$ cat src/rtl/int_sched_nested_pkg.sv
// Shared types for the nesting interrupt scheduler: FSM states and priority-stack entry.
package int_sched_nested_pkg;

    // Stack fields are sized for the largest supported configuration and narrowed at use.
    localparam int STK_ID_W   = 8;
    localparam int STK_PRIO_W = 8;

    typedef enum logic [1:0] {
        IDLE,
        TAKE,
        GUARD
    } int_sched_state_e;

    typedef struct packed {
        logic [STK_ID_W-1:0]   id;
        logic [STK_PRIO_W-1:0] prio;
    } stack_entry_t;

endpackage

$ cat src/rtl/int_prio_select.sv
// Combinational winner select: highest priority among eligible sources, lowest index on ties.
module int_prio_select #(
    parameter int NUM_SRC    = 8,
    parameter int PRIO_WIDTH = 3
) (
    input  logic [NUM_SRC-1:0]            elig,
    input  logic [NUM_SRC*PRIO_WIDTH-1:0] prio,
    output logic                          valid,
    output logic [$clog2(NUM_SRC)-1:0]    win_id,
    output logic [PRIO_WIDTH-1:0]         win_prio
);

    localparam int IDW = $clog2(NUM_SRC);

    // NOTE: every output gets a default before the loop so no latch is inferred.
    always_comb begin
        valid    = 1'b0;
        win_id   = '0;
        win_prio = '0;
        for (int i = 0; i < NUM_SRC; i++) begin
            // Strict compare keeps the earlier (lower) index on equal priority.
            if (elig[i] && (!valid || prio[i*PRIO_WIDTH +: PRIO_WIDTH] > win_prio)) begin
                valid    = 1'b1;
                win_id   = IDW'(i);
                win_prio = prio[i*PRIO_WIDTH +: PRIO_WIDTH];
            end
        end
    end

endmodule

$ cat src/rtl/int_sched_nested.sv
// Nesting interrupt scheduler: pending latches, priority stack, take/guard FSM and
// registered jump / state-save / ack outputs.
module int_sched_nested
    import int_sched_nested_pkg::*;
#(
    parameter int NUM_SRC      = 8,
    parameter int PRIO_WIDTH   = 3,
    parameter int DEPTH        = 4,
    parameter int VEC_WIDTH    = 12,
    parameter int VEC_STRIDE   = 16,
    parameter int GUARD_CYCLES = 2
) (
    input  logic                          clk,
    input  logic                          reset,
    input  logic [NUM_SRC-1:0]            src_req,
    input  logic [NUM_SRC-1:0]            src_edge,
    input  logic [NUM_SRC-1:0]            src_en,
    input  logic [NUM_SRC*PRIO_WIDTH-1:0] src_prio,
    input  logic                          ee,
    input  logic                          block,
    input  logic                          rest,
    output logic                          jump,
    output logic [VEC_WIDTH-1:0]          jump_vec,
    output logic                          save_we,
    output logic [NUM_SRC-1:0]            src_ack,
    output logic [$clog2(DEPTH+1)-1:0]    depth,
    output logic [$clog2(NUM_SRC)-1:0]    active_id
);

    localparam int IDW = $clog2(NUM_SRC);
    localparam int DW  = $clog2(DEPTH + 1);
    localparam int SPW = (DEPTH > 1) ? $clog2(DEPTH) : 1;
    localparam int CW  = (GUARD_CYCLES > 1) ? $clog2(GUARD_CYCLES) : 1;
    localparam logic [DW-1:0] DEPTH_FULL = DW'(DEPTH);
    localparam logic [CW-1:0] GUARD_LAST = CW'(GUARD_CYCLES - 1);

    int_sched_state_e state, state_d;
    logic [CW-1:0]       guard_cnt, guard_cnt_d;
    logic [NUM_SRC-1:0]  req_q, pending, pending_d, clr, elig;
    stack_entry_t        stack [DEPTH];
    stack_entry_t        take_entry;
    logic [STK_PRIO_W-1:0] top_prio;
    logic [SPW-1:0]      top_idx;
    logic [DW-1:0]       depth_pop;
    logic                pop, take, win_valid;
    logic [IDW-1:0]      win_id;
    logic [PRIO_WIDTH-1:0] win_prio;

    assign save_we = jump;
    assign pop     = rest && (depth != '0);

    // Eligibility: strictly more urgent than the running handler, and room to nest.
    always_comb begin
        top_idx   = SPW'(depth - 1'b1);
        top_prio  = '0;
        depth_pop = pop ? depth - 1'b1 : depth;
        if (depth != '0) top_prio = stack[top_idx].prio;
        for (int i = 0; i < NUM_SRC; i++) begin
            elig[i] = pending[i] && (depth < DEPTH_FULL) &&
                      ((depth == '0) || (STK_PRIO_W'(src_prio[i*PRIO_WIDTH +: PRIO_WIDTH]) > top_prio));
        end
    end

    int_prio_select #(
        .NUM_SRC    (NUM_SRC),
        .PRIO_WIDTH (PRIO_WIDTH)
    ) u_select (
        .elig     (elig),
        .prio     (src_prio),
        .valid    (win_valid),
        .win_id   (win_id),
        .win_prio (win_prio)
    );

    // Edge sources latch until taken (a new edge beats the clear); level sources follow the request.
    always_comb begin
        clr = '0;
        if (state == TAKE) clr[IDW'(take_entry.id)] = 1'b1;
        for (int i = 0; i < NUM_SRC; i++) begin
            pending_d[i] = src_edge[i]
                ? (src_en[i] & ((src_req[i] & ~req_q[i]) | (pending[i] & ~clr[i])))
                : (src_req[i] & src_en[i]);
        end
    end

    always_comb begin
        state_d     = state;
        guard_cnt_d = guard_cnt;
        take        = 1'b0;
        unique case (state)
            IDLE: begin
                if (win_valid && ee && !block && !pop) begin
                    take    = 1'b1;
                    state_d = TAKE;
                end
            end
            TAKE: begin
                guard_cnt_d = '0;
                state_d     = (GUARD_CYCLES == 0) ? IDLE : GUARD;
            end
            GUARD: begin
                if (guard_cnt == GUARD_LAST) state_d = IDLE;
                else                         guard_cnt_d = guard_cnt + 1'b1;
            end
            default: state_d = IDLE;
        endcase
    end

    always_ff @(posedge clk) begin
        if (reset) begin
            state      <= IDLE;
            guard_cnt  <= '0;
            req_q      <= '0;
            pending    <= '0;
            depth      <= '0;
            active_id  <= '0;
            jump       <= 1'b0;
            jump_vec   <= '0;
            src_ack    <= '0;
            take_entry <= '0;
        end else begin
            state     <= state_d;
            guard_cnt <= guard_cnt_d;
            req_q     <= src_req;
            pending   <= pending_d;
            jump      <= take;
            src_ack   <= take ? (NUM_SRC'(1) << win_id) : '0;
            jump_vec  <= take ? VEC_WIDTH'(int'(win_id) * VEC_STRIDE) : '0;
            if (take) take_entry <= '{id: STK_ID_W'(win_id), prio: STK_PRIO_W'(win_prio)};
            // A pop in the TAKE cycle removes the old top before the new entry lands.
            if (state == TAKE) begin
                depth     <= depth_pop + 1'b1;
                active_id <= IDW'(take_entry.id);
            end else if (pop) begin
                depth     <= depth_pop;
                active_id <= (depth_pop != '0) ? IDW'(stack[SPW'(depth_pop - 1'b1)].id) : '0;
            end
        end
    end

    // NOTE: stack storage has no reset; entries above depth are never read, so clearing depth discards them.
    always_ff @(posedge clk) begin
        if (state == TAKE) stack[SPW'(depth_pop)] <= take_entry;
    end

endmodule

$ cat config.mk
export PLATFORM = sky130hd
export DESIGN_NAME = int_sched_nested
export DESIGN_NICKNAME = d
export VERILOG_FILES = /design/src/rtl/int_sched_nested_pkg.sv /design/src/rtl/int_prio_select.sv /design/src/rtl/int_sched_nested.sv
export SDC_FILE = /design/constraint.sdc
export NUM_CORES = 1
export LEC_CHECK = 0
export CORE_UTILIZATION = 40
export CTS_BUF_LIST = sky130_fd_sc_hd__clkbuf_16
export DETAILED_ROUTE_END_ITERATION = 10
export SLEW_MARGIN = 30
export SYNTH_ARGS = -nofsm -noshare
export SYNTH_HDL_FRONTEND = slang
export SYNTH_SLANG_ARGS = --single-unit
$ cat constraint.sdc
create_clock -name clk -period 14.6 [get_ports clk]
set_input_delay 2.92 -clock clk [delete_from_list [all_inputs] [get_ports clk]]
set_output_delay 2.92 -clock clk [all_outputs]
set_load 0.01 [all_outputs]
==> impl_results.rst, run 1 <==
.. list-table::
   :header-rows: 1

   * - Metric
     - Value
   * - CTS hold repair buffers
     - 0
   * - Total placed instance area
     - 5260 µm²
   * - Site row count
     - 38
   * - Share of synthesized area occupied by flip-flops and latches
     - 35.6%
   * - Critical setup path kind
     - in -> reg
   * - Top Ports
     - 81
   * - Clock tree from TritonCTS
     - done
   * - Average via count per standard cell
     - 5.55
   * - Detailed-route via count
     - 3790
   * - Data required time at the worst endpoint
     - 14.83 ns
   * - Number of antenna violations at the first check in global routing
     - 0
   * - HPWL after detailed placement
     - 8930 µm
   * - Global routing usage summed across all routing layers
     - 21.2%
   * - Mean routed wirelength per cell
     - ~17 µm
   * - Most instantiated cells after synthesis
     - ha_1, dfxtp_1, nand2_1, nor2_1, nor2b_1
   * - Hold violation count in the final report
     - 0
   * - Inserted Clock Buffers
     - 9
   * - Core box area
     - about 11000 µm²
   * - Pin slew with the least headroom to its limit
     - 0.898 ns
   * - Crit Reg-Reg Startpoint
     - depth[0]$_SDFFE_PP0P_
   * - Clock-pin slew of the registers on the worst-case setup and hold paths
     - 0.06 ns
   * - Dominant synthesized flop cell
     - dfxtp_1
   * - Worst-case clock skew
     - about 0.0076 ns
   * - Skew-Pair Late Insertion Delay
     - 0.33 ns
   * - Library cell with the highest instance count after synthesis
     - ha_1
   * - Final Instance Area
     - 5620 µm²
   * - Starting utilization of the core area
     - about two fifths
   * - Final Net Count
     - 646
   * - CP Max Fanout
     - 14
   * - Number of iterations in the first detailed-routing pass
     - 7
   * - CP startpoint kind
     - primary input
   * - Weighted congestion reported at the end of routability-driven placement
     - between 0.8 and 0.9
   * - Clock Path Buffers
     - 2
   * - Critical R2R Capture
     - src_ack[0]$_SDFF_PP0_
   * - Flops & latches, synth
     - 67
   * - Violations in the final reports
     - DRC
   * - Global-route congestion overflow total
     - 0
   * - Ratio of total power to cell area
     - around 160 nW/µm²
   * - Wire length reported by the detailed router
     - 11700 µm
   * - DRC marker count from the first detailed-route iteration
     - about 160
   * - Wire length of the first global-routing pass
     - 18900 µm
   * - Share of the cycle needed by the critical path after routing
     - 95.0%
   * - Worst stage delay on the critical path
     - 0.48 ns
   * - Cell occurring most often along the worst timing path
     - ha_1
   * - Synth async-reset ratio
     - 0%
   * - Post-synth top area cell
     - dfxtp_1
   * - Via count of the first global-routing pass
     - 3703
   * - Diodes inserted
     - 0
   * - Area share of the largest cell type after synthesis
     - 19.4%
   * - Die area
     - 11500 µm²
   * - Slowest cell on the critical path
     - a2111o_1
   * - Layout Area Growth over Synthesis
     - 26.6%
   * - Residual DRC
     - 1
   * - Synth Cell Area
     - 4440 µm²
   * - Level count of the clock H-tree
     - 3
   * - Mean Syn Cell Area
     - 9.59 µm²
   * - CTS Root Cell
     - clkbuf_16
   * - Largest cells by area after synthesis
     - dfxtp_1, edfxtp_1, ha_1
   * - Leak pwr
     - 2.30 nW
   * - Worst setup endpoint
     - src_ack[0]$_SDFF_PP0_
   * - Nature of the critical path endpoint
     - register
   * - R2R Setup Slk
     - between 2 and 2.5 ns
   * - Maximum ir drop on the vdd rail
     - 91.8 µV
   * - Largest net degree at the start of global routing
     - 23
   * - Worst slew margin relative to its limit
     - 38.6%
   * - Shortest period the worst path allows
     - 13.87 ns
   * - R2R cell count
     - 60
   * - CP Data Arrival Time
     - approximately 14 ns
   * - Fmax
     - 72.1 MHz
   * - Number of distinct library cell variants in the gate-level netlist after synthesis
     - 65
   * - Count of flip-flops with a built-in enable after synthesis
     - 24
   * - Cell count after synthesis
     - approximately 460
   * - Classification of the worst-slack hold path
     - reg -> reg
   * - Final hold slack
     - between 0.4 and 0.5 ns
   * - Die H
     - 107 µm
   * - Launch point of the critical path
     - src_prio[1]
   * - Antenna Violating Nets Remaining
     - 0
   * - Max-slew violation count
     - 0
   * - Synth warn
     - 0
   * - Final setup vio count
     - 0
   * - Result of the run
     - finished, violations left
   * - Max-capacitance violation count
     - 0
   * - Input/output buffers
     - roughly 70
   * - Share of cells above drive strength 1
     - 8.29%
   * - Overall die width
     - 107 µm
   * - Clock net sink count
     - 67
[metal layers]
metal / vias up / share of wire [%] / wire [µm] / track usage (%)
li1: 1874 / - / - / -
met1: 1805 / 45 / 5320 / 27.3
met2: 95 / 49 / 5710 / 37.3
met3: 16 / 4.5 / 531 / 3.51
met4: 0 / 1.3 / 155 / 4.21
met5: - / 0 / 0 / 0
[critical path: cells and delay by family]
kind | cells | cell delay, ns
simple gates | 14 | 2.22
compound gates | 33 | 5.94
buf+inv | 2 | 0.65
fa+ha+maj | 8 | 2.34
[power by group]
part	total [W]	internal, W	switching [W]
registers	0.000249	0.000223	0.0000252
logic	0.000431	0.000188	0.000243
clock network	0.000219	0.000133	0.0000853
total	0.000899	0.000545	0.000354
[worst min path at each step]
stage / from / endpoint / cells past startpoint
after detailed placement: guard_cnt$_SDFFE_PP0P_ / guard_cnt$_SDFFE_PP0P_ / 2
after floorplan: take_entry[1]$_SDFFE_PP0P_ / stack[0][1]$_DFFE_PP_ / 0
after CTS: guard_cnt$_SDFFE_PP0P_ / guard_cnt$_SDFFE_PP0P_ / 2
after global routing: guard_cnt$_SDFFE_PP0P_ / guard_cnt$_SDFFE_PP0P_ / 2
final: guard_cnt$_SDFFE_PP0P_ / guard_cnt$_SDFFE_PP0P_ / 2
after global placement: guard_cnt$_SDFFE_PP0P_ / guard_cnt$_SDFFE_PP0P_ / 2
[registers in the layout, indices dropped and copies added, names as in the netlist]
register    count
req_q           8
active_id       3
stack          24
take_entry      6
jump_vec        3
state           2
jump            1
guard_cnt       1
depth           3
src_ack         8
pending         8
[repair_timing]
action,4_1_cts,5_1_grt
resized for setup,0,11
setup endpoints to repair,0,16
buffers inserted,0,2
[cell families (layout without fill, tap and decap cells)]
family                     after synthesis  count (layout)  share of synthesized area, %
and+or+nand+nor                        156             156                          18.3
AOI/OAI and AO/OA                      124             124                          20.9
DFF                                     67              67                          35.6
adders and majority gates               55              55                          15.5
buffers and inverters                   46             118                          4.90
muxes                                    9               9                          3.72
xor gates and xnor gates                 5               5                         0.986
other                                    1               9                        0.0844
[final cells by class]
class / instances / area, µm²
fillers: 1029 / 5220
repair buffers: 76 / 748
clock buffers: 9 / 225
clock inverters: 7 / 73.8
flip-flops and latches: 67 / 1580
well taps: 140 / 175
inverters: 26 / 97.6
multi-input cells: 358 / 2720
[layout by cell type (no fill, tap or decap), drive strengths merged, types with 11 or more instances in the layout]
cell / Yosys / layout
nor2b: 27 / 27
o21a: 11 / 11
nand3: 15 / 15
edfxtp: 24 / 24
o21ai: 21 / 21
clkdlybuf4s50: 0 / 71
nor2: 33 / 33
inv: 26 / 31
nand2: 33 / 33
ha: 55 / 55
and3: 14 / 14
a21oi: 18 / 18
dfxtp: 43 / 43
[stage by stage]
stage	TNS (ns)	cells	setup WS [ns]	total power, W	util [%]
detailed placement	-0.0175	665	-0.0175	0.000666	48.5
global placement	0	665	0.428	0.000653	48.5
finish	0	683	0.732	0.000899	51.9
global route	-0.0472	683	-0.0472	0.000966	51.9
CTS	0	681	0.238	0.000888	51.3
floorplan	0	471	1.20	0.000549	-
Note: power is estimated with default switching activity, not from simulation.
==> run 2, diff against run 1 <==
- CORE_UTILIZATION: 40 -> 48
- PLACE_DENSITY: not set -> 0.74
- REMOVE_ABC_BUFFERS: not set -> 1
- TNS_END_PERCENT: not set -> 5
==> run 2 against run 1 <==
  * The flow still finishes with violations (DRC)
  * Cell count fell by 4.7%
  * Cell area fell by 1.1%
  * Total power fell by 1.3%
  * Core utilization rose by 11 points
  * Combinational power rose by 3%
  * Sequential power fell by 3%
  * Worst setup slack improved by 0.086 ns
  * Global-route usage rose by 3.8 points
  * Sequential share of layout area rose by 0.32 points
  * Non-clock buffer count did not move
  * Critical path depth fell by 1
  * Highest routed layer unchanged
  * Via count rose by 1.6%
==> impl_results.rst, run 2 (synthesis gave the netlist of run 1 again) <==
.. list-table::
   :header-rows: 1

   * - Metric
     - Value
   * - Result of the run
     - finished, violations left
   * - Total placed instance area
     - 5220 µm² (-0.76%)
   * - Global-route congestion overflow total
     - 0 (unchanged)
   * - Number of iterations in the first detailed-routing pass
     - 7 (unchanged)
   * - Nature of the critical path endpoint
     - register
   * - Met2 usage in global routing
     - 44.2% (+6.9 points)
   * - Mean routed wirelength per cell
     - 18.0 µm (+5.0%)
   * - Largest register by flop count
     - stack
   * - Weighted congestion reported at the end of routability-driven placement
     - 0.967 (+15%)
   * - CP Data Arrival Time
     - 14.02 ns (-0.08 ns)
   * - Detailed-route via count
     - 3849 (+1.6%)
   * - Wire length of the first global-routing pass
     - 18800 µm (-0.51%)
   * - Final hold slack
     - 0.502 ns (+0.0102 ns)
   * - Inserted Clock Buffers
     - 9 (unchanged)
   * - Share of cells above drive strength 1
     - 8.47% (+0.18 points)
   * - Classification of the worst-slack hold path
     - reg -> reg
   * - Pin slew with the least headroom to its limit
     - 0.837 ns (-0.0606 ns)
   * - Worst slew margin relative to its limit
     - 43.8% (+5.2 points)
   * - Critical path's top delay family
     - compound AO/OA/AOI/OAI gates
   * - Die H
     - 98.2 µm (-8.5%)
   * - Final setup vio count
     - 0 (unchanged)
   * - Overall die width
     - 98.2 µm (-8.5%)
   * - R2R Setup Slk
     - 2.11 ns (about the same)
   * - Max-capacitance violation count
     - 0 (unchanged)
   * - Most common cell after layout, fill and taps aside
     - clkdlybuf4s50_1
   * - Final Net Count
     - 646 (unchanged)
   * - Die area
     - 9640 µm² (-16%)
   * - Residual DRC
     - 7 (+6)
   * - Hold violation count in the final report
     - 0 (unchanged)
   * - Final Instance Area
     - 5560 µm² (-1.1%)
   * - Violations in the final reports
     - DRC
   * - Net Sw Power
     - 0.000359 W (+1.5%)
   * - Clock tree from TritonCTS
     - done
   * - Top Ports
     - 81 (unchanged)
   * - Ratio of total power to cell area
     - 160 nW/µm² (-0.17%)
   * - Fmax
     - 72.6 MHz (+0.63%)
   * - Cell occurring most often along the worst timing path
     - ha_1
   * - Maximum ir drop on the vdd rail
     - 89.7 µV (-2.3%)
   * - Site row count
     - 34 (-11%)
   * - Sequential power share
     - 27.1% (-0.6 points)
   * - Net switching share of the total power
     - 40.5% (+1.1 points)
   * - Shortest period the worst path allows
     - 13.78 ns (-0.0865 ns)
   * - Share of the cycle needed by the critical path after routing
     - 94.4% (-0.59 points)
   * - DRC marker count from the first detailed-route iteration
     - 232 (+48%)
   * - CTS Root Cell
     - clkbuf_16
   * - Count of buffer and inverter cells on the critical path
     - 2 (unchanged)
   * - Skew-Pair Late Insertion Delay
     - 0.34 ns (about the same)
   * - Wire length reported by the detailed router
     - 11700 µm (about the same)
   * - Worst-case clock skew
     - 0.00890 ns (+0.00131 ns)
   * - Clock-pin slew of the registers on the worst-case setup and hold paths
     - 0.06 ns (about the same)
   * - Input/output buffers
     - 71 (unchanged)
   * - Number of flip-flops in the largest register
     - 24 (unchanged)
   * - M3 GR Usage
     - 4.44% (+0.93 points)
   * - Starting utilization of the core area
     - 50.2% (+9.2 points)
   * - Max-slew violation count
     - 0 (unchanged)
   * - Critical setup path kind
     - in -> reg
   * - Clock Path Buffers
     - 2 (unchanged)
   * - Diodes inserted
     - 0 (unchanged)
   * - Met1 Track Usage GR
     - 30.3% (+3.0 points)
   * - Combinational share of power
     - 50.1% (+2.1 points)
   * - Cell-internal power
     - 0.000528 W (-3.1%)
   * - Clock net sink count
     - 67 (unchanged)
   * - Commonest non-fill, non-tap cells in the layout
     - clkdlybuf4s50_1, ha_1, dfxtp_1, nand2_1, nor2_1
   * - Slowest cell on the critical path
     - a2111o_1
   * - Largest net degree at the start of global routing
     - 23 (unchanged)
   * - Worst stage delay on the critical path
     - 0.49 ns (about the same)
   * - Data required time at the worst endpoint
     - 14.84 ns (about the same)
   * - Level count of the clock H-tree
     - 3 (unchanged)
   * - Leak pwr
     - 2.27 nW (-1.1%)
   * - Number of antenna violations at the first check in global routing
     - 0 (unchanged)
   * - Layout Area Growth over Synthesis
     - 25.2%
   * - Share of power burned in the clock network
     - 22.8% (-1.5 points)
   * - Global routing usage summed across all routing layers
     - 25.0% (+3.8 points)
   * - Most used routing layer
     - met2
   * - Average via count per standard cell
     - 5.91 (+6.5%)
   * - CP startpoint kind
     - primary input
   * - CP Max Fanout
     - 13 (-1)
   * - Antenna Violating Nets Remaining
     - 0 (unchanged)
   * - Core box area
     - 8850 µm² (-18%)
   * - HPWL after detailed placement
     - 8730 µm (-2.2%)
   * - Via count of the first global-routing pass
     - 3871 (+4.5%)
run 2: cell type report:
cell class | count | area [µm²]
inverters | 26 | 97.6
well taps | 108 | 135
fillers | 731 | 3290
clock buffers | 9 | 225
multi-input cells | 358 | 2720
repair buffers | 76 | 748
clock inverters | 7 | 52.6
flip-flops and latches | 67 | 1580
run 2: repair_timing:
item | CTS | global route
endpoints found under the setup margin | 0 | 16
endpoints found under the hold margin | 0 | 0
setup buffers | 0 | 2
hold buffers | 0 | 0
gates resized for setup | 0 | 11
run 2: worst paths after layout:
check	depth (start not counted)	end	start
worst max-delay path	56	src_ack[0]$_SDFF_PP0_	src_prio[1]
worst min-delay path	2	guard_cnt$_SDFFE_PP0P_	guard_cnt$_SDFFE_PP0P_
worst max register to register	59	src_ack[0]$_SDFF_PP0_	depth[0]$_SDFFE_PP0P_
worst min register to register	2	guard_cnt$_SDFFE_PP0P_	guard_cnt$_SDFFE_PP0P_
run 2: routing by layer:
layer / vias up / wire (µm)
met5: - / 0
met2: 129 / 5820
met4: 0 / 230
met3: 21 / 687
met1: 1821 / 4990
li1: 1878 / -
run 2: power groups by stage:
stage | Clock (W) | Sequential [W] | Combinational, W
after floorplan | 0 | 0.000247 | 0.000294
after global placement | 0 | 0.000243 | 0.000408
after detailed placement | 0 | 0.000244 | 0.000425
after CTS | 0.000203 | 0.000241 | 0.000431
after global routing | 0.000212 | 0.000244 | 0.000491
final | 0.000202 | 0.000241 | 0.000445
run 2: metrics by stage:
step	setup TNS (ns)	setup slack (ns)	util [%]	power (W)	instances
final	0	0.819	62.9	0.000887	651
after global routing	-0.0303	-0.0303	62.9	0.000947	651
after CTS	0	0.361	62.1	0.000875	649
after detailed placement	0	0.109	59.0	0.000669	633
after global placement	0	0.613	59.0	0.000651	633
after floorplan	0	1.26	-	0.000541	451
run 2: worst reg2reg max path, delay by kind of cell (launching register included):
kind            cells  cell delay [ns]
simple gates       16             3.00
buf+inv             2             0.37
compound gates     32             5.64
flops               1             0.49
fa+ha+maj           9             2.86
